`src/rtl/sqrt_host_pkg.sv`:
```
// Shared types and default widths for the sqrt_host initiator and its result FIFO.
package sqrt_host_pkg;

  localparam int unsigned DefXW = 8;
  localparam int unsigned DefRW = 4;

  typedef enum logic [1:0] {
    StIdle,
    StIssue,
    StWait
  } state_t;

  typedef struct packed {
    logic [DefXW-1:0] x;
    logic [DefRW-1:0] r;
  } entry_t;

endpackage

```
`src/rtl/sqrt_host_fifo.sv`:
```
// Small synchronous FIFO holding captured {x, r} pairs; Depth must be a power of two.
module sqrt_host_fifo #(
  parameter int unsigned Width = 12,
  parameter int unsigned Depth = 4,
  localparam int unsigned PtrW = $clog2(Depth),
  localparam int unsigned CntW = $clog2(Depth + 1)
) (
  input  logic            clk_i,
  input  logic            rst_i,
  input  logic            push_i,
  input  logic            pop_i,
  input  logic [Width-1:0] data_i,
  output logic [Width-1:0] data_o,
  output logic [CntW-1:0]  count_o,
  output logic            full_o,
  output logic            empty_o
);

  logic [Width-1:0] mem_q [Depth];
  logic [PtrW-1:0]  wptr_q, rptr_q;
  logic [CntW-1:0]  count_q;
  logic             do_pop;

  assign do_pop = pop_i && (count_q != '0);

  always_ff @(posedge clk_i) begin
    if (rst_i) begin
      wptr_q  <= '0;
      rptr_q  <= '0;
      count_q <= '0;
    end else begin
      if (push_i) begin
        mem_q[wptr_q] <= data_i;
        wptr_q        <= wptr_q + PtrW'(1);
      end
      if (do_pop) begin
        rptr_q <= rptr_q + PtrW'(1);
      end
      // Simultaneous push and pop leave the occupancy unchanged.
      unique case ({push_i, do_pop})
        2'b10:   count_q <= count_q + CntW'(1);
        2'b01:   count_q <= count_q - CntW'(1);
        default: count_q <= count_q;
      endcase
    end
  end

  assign data_o  = mem_q[rptr_q];
  assign count_o = count_q;
  assign full_o  = (count_q == CntW'(Depth));
  assign empty_o = (count_q == '0);

endmodule

```
`src/rtl/sqrt_host.sv`:
```
// Initiator for the sqrt unit: issues one operand at a time, waits for the result with a timeout,
// checks it and buffers {x, r} for downstream.
module sqrt_host
  import sqrt_host_pkg::*;
#(
  parameter int unsigned X_W     = DefXW,
  parameter int unsigned R_W     = DefRW,
  parameter int unsigned DEPTH   = 4,
  parameter int unsigned TIMEOUT = 64
) (
  input  logic           clk_i,
  input  logic           rst_i,
  input  logic           cmd_valid_i,
  output logic           cmd_ready_o,
  input  logic [X_W-1:0] cmd_x_i,
  output logic [X_W-1:0] sqrt_x_o,
  output logic           sqrt_valid_o,
  input  logic           sqrt_ready_i,
  input  logic           sqrt_rvalid_i,
  output logic           sqrt_rready_o,
  input  logic [R_W-1:0] sqrt_r_i,
  output logic           out_valid_o,
  input  logic           out_ready_i,
  output logic [X_W-1:0] out_x_o,
  output logic [R_W-1:0] out_r_o,
  output logic           timeout_o,
  output logic           check_fail_o,
  output logic           busy_o
);

  localparam int unsigned CntW = $clog2(DEPTH + 1);
  localparam int unsigned TmrW = $clog2(TIMEOUT);
  localparam int unsigned MulW = 2 * R_W + 2;
  localparam int unsigned EntW = X_W + R_W;

  state_t          state_q, state_d;
  logic [X_W-1:0]  x_q, x_d;
  logic [TmrW-1:0] timer_q, timer_d;

  logic            cmd_ready, sqrt_valid, sqrt_rready, push, timeout, check_fail;
  logic [CntW-1:0] fifo_count;
  logic            fifo_full, fifo_empty;
  logic [EntW-1:0] fifo_rdata;

  // Result check: r*r <= x < (r+1)*(r+1), evaluated wide enough that nothing truncates.
  logic [MulW-1:0] r_ext, r_inc, x_ext, sq_lo, sq_hi;
  logic            r_bad;

  assign r_ext = MulW'(sqrt_r_i);
  assign r_inc = r_ext + MulW'(1);
  assign x_ext = MulW'(x_q);
  assign sq_lo = r_ext * r_ext;
  assign sq_hi = r_inc * r_inc;
  assign r_bad = (sq_lo > x_ext) || (sq_hi <= x_ext);

  always_comb begin
    state_d     = state_q;
    x_d         = x_q;
    timer_d     = timer_q;
    cmd_ready   = 1'b0;
    sqrt_valid  = 1'b0;
    sqrt_rready = 1'b0;
    push        = 1'b0;
    timeout     = 1'b0;
    check_fail  = 1'b0;
    unique case (state_q)
      StIdle: begin
        // Accepting only with a free slot means the capture push can never overflow.
        cmd_ready = (fifo_count < CntW'(DEPTH));
        if (cmd_valid_i && cmd_ready) begin
          x_d     = cmd_x_i;
          state_d = StIssue;
        end
      end
      StIssue: begin
        sqrt_valid = 1'b1;
        if (sqrt_ready_i) begin
          timer_d = '0;
          state_d = StWait;
        end
      end
      StWait: begin
        sqrt_rready = 1'b1;
        if (sqrt_rvalid_i) begin
          push       = 1'b1;
          check_fail = r_bad;
          state_d    = StIdle;
        end else if (timer_q == TmrW'(TIMEOUT - 1)) begin
          timeout = 1'b1;
          state_d = StIdle;
        end else begin
          timer_d = timer_q + TmrW'(1);
        end
      end
      default: state_d = StIdle;
    endcase
  end

  always_ff @(posedge clk_i) begin
    if (rst_i) begin
      state_q <= StIdle;
      x_q     <= '0;
      timer_q <= '0;
    end else begin
      state_q <= state_d;
      x_q     <= x_d;
      timer_q <= timer_d;
    end
  end

  sqrt_host_fifo #(
    .Width (EntW),
    .Depth (DEPTH)
  ) u_fifo (
    .clk_i   (clk_i),
    .rst_i   (rst_i),
    .push_i  (push && !fifo_full),
    .pop_i   (out_ready_i),
    .data_i  ({x_q, sqrt_r_i}),
    .data_o  (fifo_rdata),
    .count_o (fifo_count),
    .full_o  (fifo_full),
    .empty_o (fifo_empty)
  );

  // Every output is forced low while reset is held.
  assign cmd_ready_o   = cmd_ready && !rst_i;
  assign sqrt_x_o      = rst_i ? '0 : x_q;
  assign sqrt_valid_o  = sqrt_valid && !rst_i;
  assign sqrt_rready_o = sqrt_rready && !rst_i;
  assign out_valid_o   = !fifo_empty && !rst_i;
  assign out_x_o       = rst_i ? '0 : fifo_rdata[EntW-1:R_W];
  assign out_r_o       = rst_i ? '0 : fifo_rdata[R_W-1:0];
  assign timeout_o     = timeout && !rst_i;
  assign check_fail_o  = check_fail && !rst_i;
  assign busy_o        = (state_q != StIdle) && !rst_i;

endmodule

```
`config.mk`:
```
export PLATFORM = sky130hd
export DESIGN_NAME = sqrt_host
export DESIGN_NICKNAME = d
export VERILOG_FILES = /design/src/rtl/sqrt_host_pkg.sv /design/src/rtl/sqrt_host_fifo.sv /design/src/rtl/sqrt_host.sv
export SDC_FILE = /design/constraint.sdc
export NUM_CORES = 1
export LEC_CHECK = 0
export CELL_PAD_IN_SITES_DETAIL_PLACEMENT = 1
export CELL_PAD_IN_SITES_GLOBAL_PLACEMENT = 2
export CORE_MARGIN = 8
export CORE_UTILIZATION = 36
export CTS_BUF_LIST = sky130_fd_sc_hd__clkbuf_8
export DETAILED_ROUTE_END_ITERATION = 7
export GPL_ROUTABILITY_DRIVEN = 0
export GPL_TIMING_DRIVEN = 0
export PLACE_DENSITY_LB_ADDON = 0.1
export SYNTH_ARGS = -nofsm -noshare
export SYNTH_HDL_FRONTEND = slang
export SYNTH_HIERARCHICAL = 1
export SYNTH_SLANG_ARGS = --single-unit
export TNS_END_PERCENT = 5
```
`constraint.sdc`:
```
create_clock -name clk_i -period 8.1 [get_ports clk_i]
set_input_delay 0.81 -clock clk_i [delete_from_list [all_inputs] [get_ports clk_i]]
set_output_delay 0.81 -clock clk_i [all_outputs]
set_load 0.05 [all_outputs]
```
* Word-level counts from Yosys, hierarchy flattened
Memories as Yosys holds them, arrays and structs flattened. A register that Yosys moved wholly into a read port is not among the register bits.
Cells that the tools add are included.
** Storage, ports and cells
- Register bits after elaboration :: 23
- Memory bits (writable) :: 48
- Input port bits :: 18
- Output and inout port bits :: 27
- Word-level logic and storage cells :: 80
- Memories :: 1
** Memories
- u_fifo.mem_q :: words 4, bits a word 12, rd ports 1, clocked after Yosys merged registers in 1, wr ports 1, line sqrt_host_fifo.sv:19 : logic [Width-1:0] mem_q [Depth];
** Cells by class
- Add/sub/neg operators :: 6
- Multipliers :: 2
- $lt $le $gt $ge :: 3
- Equal/unequal tests :: 11
- Multiplexer cells :: 28
- Reduce and logical (&&, ||, !) cells :: 23
** Operator list (number)
- $mux W6 :: 3
- $mux W8 :: 2
- $mux W1 :: 13
- $mux W2 :: 6
- $pmux W6 S2 :: 1
- $le A10 B8 Y1 :: 1
- $logic_and A1 B1 Y1 :: 10
- $mul A5 B5 Y10 :: 1
- $gt A8 B8 Y1 :: 1
- $mul A4 B4 Y8 :: 1
- $ne A2 B2 Y1 const B :: 4
- $add A6 B1 Y6 const B :: 1
- $eq A6 B6 Y1 const B :: 1
- $pmux W2 S3 :: 1
- $pmux W3 S2 :: 1
- $reduce_bool A2 Y1 :: 3
- $add A4 B1 Y5 const B :: 1
- $add A2 B1 Y2 const B :: 2
- $eq A2 B1 Y1 const B :: 2
- $eq A2 B2 Y1 const B :: 2
- $mux W4 :: 1
- $reduce_and A4 Y1 :: 1
- $add A3 B1 Y3 const B :: 1
- $eq A3 B3 Y1 const B :: 1
- 10 further kinds :: 12

* Logic depth before layout (Yosys ltp)
- Depth after elaboration :: 7
- Gate-level depth with buffers :: 18
- Mapped depth without buffers :: 17

* By module
The synthesis kept the hierarchy.
** By module, submodules not included
- sqrt_host_fifo :: instances 1, cells an instance 113, area each 2193.4 µm², sequential area each 1621.6 µm²
- sqrt_host :: instances 1, cells an instance 233, area each 1839.3 µm², sequential area each 320.3 µm²

* Worst setup path after synthesis
Ideal clock, no wire load.
- Path kind :: input-to-output
- Start :: in sqrt_r_i[2]
- End :: out check_fail_o
- Arrival time :: 6013 ps
- Required time :: 7290 ps
- Path slack :: 1277 ps
- Stages on the path :: 18
- Buffers on the path :: 1
- Cells stage by stage :: buf_2 -> and2_1 -> nand2_1 -> xor2_1 -> or2_2 -> fa_1 -> fa_1 -> fa_1 -> inv_1 -> ha_1 -> a31oi_1 -> xnor2_1 -> ha_1 -> nand4_1 -> or2_2 -> o32ai_1 -> o21ai_0 -> o31ai_1
** Between the ends
- Cells in the longest elaborated chain, start to end :: 7
- Elaborated cells between the ends (all ways) :: 9
- Those cells by class :: add/sub: 1; mul: 2; order compare: 2; mux: 2; reduce/logical: 2
** Ends and longest elaborated chain
- start: declaration :: line sqrt_host.sv:21 : input logic [R_W-1:0] sqrt_r_i,
- $add A4 B1 Y5 :: line sqrt_host.sv:50 : assign r_inc = r_ext + MulW'(1);
- $mul A5 B5 Y10 :: line sqrt_host.sv:53 : assign sq_hi = r_inc * r_inc;
- $le A10 B8 Y1 :: line sqrt_host.sv:54 : assign r_bad = (sq_lo > x_ext) || (sq_hi <= x_ext);
- $logic_or A1 B1 Y1 (*) :: line sqrt_host.sv:54
- $mux W1 (*) :: line sqrt_host.sv:84 : if (sqrt_rvalid_i) begin
- $mux W1 (*) :: line sqrt_host.sv:66 : unique case (state_q)
- $logic_and A1 B1 Y1 (*) :: line sqrt_host.sv:135 : assign check_fail_o = check_fail && !rst_i;
- end: declaration :: line sqrt_host.sv:27 : output logic check_fail_o,
Mark *: on every way between the ends. The rest lies on a longest branch, timed or not.

* Worst setup path in the final report
- Start :: in sqrt_r_i[0]
- End :: out check_fail_o
Same word-level chain as after synthesis.

==> impl_metrics.env <==
export IMPL_grt_pass1_vias=2971
export IMPL_critPathBufInv=4
export IMPL_grt_antenna_before_repair=0
export IMPL_max_vdd_ir_drop_uv=97.89
export IMPL_measured_slew_at_the_worst_slew_check_pin_ns=0.7396
export IMPL_cp_end_kind="output pin"
export IMPL_avgSynthCellArea_um2=11.65
export IMPL_period_needed_ns=7.446
export IMPL_synth_fp_nets=406
export IMPL_detail_route_vias_per_cell=5.016
export IMPL_power_share_of_the_sequential_group_pct=45.5
export IMPL_synth_seq_area_share_pct=48.15
export IMPL_drive_gt1_share_pct=9.360
export IMPL_numPortBuffers=44
export IMPL_total_switching_power_mw=0.2469
export IMPL_globalRoute_totalOverflow=0
export IMPL_synth_warning_count=6
export IMPL_synthArstFlopShare_pct=0
export IMPL_power_per_cell_area_nw_per_um2=184.9
export IMPL_cp_cell_sequence="clkdlybuf4s50_1 -> inv_1 -> ha_1 -> or2_2 -> fa_1 -> fa_1 -> fa_1 -> inv_1 -> ha_1 -> a31oi_1 -> xnor2_1 -> ha_1 -> nand4_1 -> or2_2 -> o32ai_1 -> o21ai_0 -> o31ai_1 -> dlymetal6s2s_1"
export IMPL_clk_pin_slew_worst_paths_ns=0.07
export IMPL_drt_first_pass_iters=4
export IMPL_core_area_um2=10890
export IMPL_tritoncts_num_sinks=73
export IMPL_rsz0062_at_grt="false"
export IMPL_synth_main_ff_cell="edfxtp_1"
export IMPL_grt_start_max_net_pins=15
export IMPL_ys_top_cells_by_area="edfxtp_1 (36%), dfxtp_1 (12%), ha_1 (12%)"
export IMPL_worstSetupStartpoint="sqrt_r_i[0]"
export IMPL_cts_tree="built"
export IMPL_share_comb_of_total_power_pct=20.0
export IMPL_drtAntennaViolNets=0
export IMPL_cell_with_the_largest_stage_delay_on_the_worst_path="clkdlybuf4s50_1"
export IMPL_final_nets=461
export IMPL_globalRouteTotalUtil_pct=13.58
export IMPL_outcome="finished clean"
export IMPL_clock_insertion_delay_worst_skew_ns=0.34
export IMPL_timing_final_hold_violations=0
export IMPL_timing_critical_path_max_delay_family="adder cells"
export IMPL_cts_inserted_buffers=9
export IMPL_die_height_um=121.8
export IMPL_total_leakage_power_nw=1.811
export IMPL_route_detailed_wl_per_inst_um=17.38
export IMPL_criticalPathCategory="input port to output pin"
export IMPL_pwr_share_clk_pct=34.5
export IMPL_switching_share_pct=27.44
export IMPL_tns_ns=0
export IMPL_maxSlewViolCount=0
export IMPL_hold_path_class="flip-flop to flip-flop"
export IMPL_maxCapViolCount=0
export IMPL_finalHoldWorstSlack_ns=0.5023
export IMPL_cts_max_path_buffers=2
export IMPL_drt_first_iter_violations=106
export IMPL_post_synth_top_area_fraction_pct=35.74
export IMPL_setup_reg_to_reg_worst_slack_ns=5.60
export IMPL_dp_hpwl_mm=7.234
export IMPL_synth_area_leader_cell="edfxtp_1"
export IMPL_fp_dieW_um=121.8
export IMPL_final_clock_period_utilization_by_the_worst_path_pct=91.93
export IMPL_design_die_area_um2=14850
export IMPL_cts_root_buf="clkbuf_8"
export IMPL_floorplan_rows=38
export IMPL_power_report_internal_total_mw=0.6530
export IMPL_initial_core_util_pct=37.04
export IMPL_diodes=0
export IMPL_fmaxAchievable_ghz=0.1343
export IMPL_arrival_ns=6.64
export IMPL_post_cts_setup_buffer_count=0
export IMPL_critPathRequiredTime_ns=7.29
export IMPL_worst_r2r_path_depth=6
export IMPL_setup_viol=0
export IMPL_cp_depth=18
export IMPL_top_level_ports=45
export IMPL_grt_pass1_wl_mm=15.50
export IMPL_timing_critical_path_fanout_max=14
export IMPL_reg2reg_to="u_fifo/mem_q[2][0]"
export IMPL_synth_area_um2=4033
export IMPL_routed_via_count=2739
export IMPL_critical_path_max_stage_delay_ns=0.79
export IMPL_drt_wirelength_mm=9.490
export IMPL_type_of_element_launching_the_critical_path="input port"
export IMPL_rr_startpoint="u_fifo/count_o[0]"
export IMPL_worst_setup_path_endpoint="check_fail_o"
export IMPL_ctsHtreeMaxLevel=3
export IMPL_max_slew_headroom_pct=50.69
export IMPL_finalClockSkew_ns=0.008411
export IMPL_synth_cell_type_count=48
export IMPL_drt_drc_violations_left=0
export IMPL_yosys_register_bits=73
export IMPL_area_growth_synth_to_final_pct=20.73
export IMPL_synth_enable_flop_cells=48
export IMPL_postSynthCellCount=346
-- power by group through the flow --
stage	Sequential (mW)	Clock, mW	Combinational [mW]
global placement	0.418	0	0.177
floorplan	0.415	0	0.128
global route	0.411	0.334	0.204
finish	0.410	0.310	0.180
CTS	0.410	0.322	0.183
detailed placement	0.418	0	0.182
-- per-layer routing --
metal,GRT usage (%),up-vias,share of wire (%)
met5,0,-,0
met3,3.517,4,3.8
met2,22.62,31,49
met1,17.07,1351,47
met4,3.701,0,0.70
li1,-,1353,-
-- cell families (layout without fill, tap and decap cells) --
logic type | count (synthesis) | after routing | share of synthesized area, %
AOI/OAI and AO/OA | 54 | 54 | 9.029
xor gates and xnor gates | 19 | 19 | 4.127
adders and majority gates | 42 | 42 | 13.78
buffers and inverters | 32 | 92 | 3.258
DFF | 73 | 73 | 48.15
muxes | 13 | 13 | 7.136
other | 1 | 1 | 0.09299
and+or+nand+nor | 112 | 112 | 14.43
-- what timing repair did --
action                     in CTS  in global routing
gates resized for setup         0                  1
setup endpoints to repair       0                  1
hold buffers                    0                  0
-- sequential cells by signal, indices dropped and copies added (netlist names), named ones only --
name / count
u_fifo/mem_q: 48
x_q: 8
timer_q: 6
u_fifo/count_o: 3
state_q: 2
u_fifo/rptr_q: 2
u_fifo/wptr_q: 2
-- worst min-delay path, cell delays in order (launching register included) --
cell and delay [ns]:
dfxtp_1 0.31, o21ai_0 0.07, a21oi_1 0.07
-- cells in the final DEF (no fill, tap or decap), types with 4 or more instances in the layout --
cell type and n:
nor2_1 26, mux4_2 10, nor2b_1 20, dfxtp_1 25, a21o_1 5, clkdlybuf4s50_1 43
nand3_1 6, ha_1 38, and2_1 10, edfxtp_1 48, nand2_1 27, xnor2_1 11
fa_1 4, inv_1 22, clkbuf_1 5, xor2_1 8, a21oi_1 23, o21ai_0 6
clkbuf_8 9
-- metrics by stage --
| stage | instance area [um2] | total power [mW] | std cells | util (%) | setup WS, ns |
|---|---|---|---|---|---|
| 3_3_place_gp | 4648 | 0.5946 | 530 | 42.69 | 0.3097 |
| 4_1_cts | 4866 | 0.9148 | 546 | 44.69 | 0.1472 |
| 3_5_place_dp | 4648 | 0.6004 | 530 | 42.69 | 0.1914 |
| 6_report | 4868 | 0.9000 | 546 | 44.71 | 0.6538 |
| 5_1_grt | 4868 | 0.9484 | 546 | 44.71 | 0.2076 |
| 2_1_floorplan | 4033 | 0.5431 | 346 | - | 1.277 |
-- synth_stat cells, types with 3 or more instances --
master and n:
buf_2 3, o21ai_0 6, clkbuf_1 5, nor2_1 26, nand3_1 6, o31ai_1 3, xor2_1 8, nand2_1 27
edfxtp_1 48, a211oi_2 3, a21oi_1 23, mux4_2 10, a21o_1 5, xnor2_1 11, fa_1 4, a211oi_1 3
and2_1 10, nor2b_1 20, inv_1 22, ha_1 38, or3_1 3, dfxtp_1 25, nor3b_1 3
-- cell type report --
class	count	area, um2
clock inverters	7	93.84
fillers	1201	6020
multi-input cells	241	1959
clock buffers	9	123.9
repair buffers	44	442.9
well taps	140	175.2
flip-flops and latches	73	1942
inverters	22	82.58
plain buffers	10	48.80
-- how the worst min path moves through the flow --
stage                          start          endpoint  slack [ns]  cells after the start
finish              u_fifo/rptr_q[1]         flip-flop        0.50                      2
global route              timer_q[1]        timer_q[1]        0.52                      2
floorplan           u_fifo/rptr_q[1]         flip-flop        0.46                      2
detailed placement  u_fifo/rptr_q[1]         flip-flop        0.49                      2
global placement    u_fifo/rptr_q[1]  u_fifo/rptr_q[1]        0.48                      2
CTS                 u_fifo/rptr_q[1]         flip-flop        0.51                      2
Note: power is estimated with default switching activity, not from simulation.
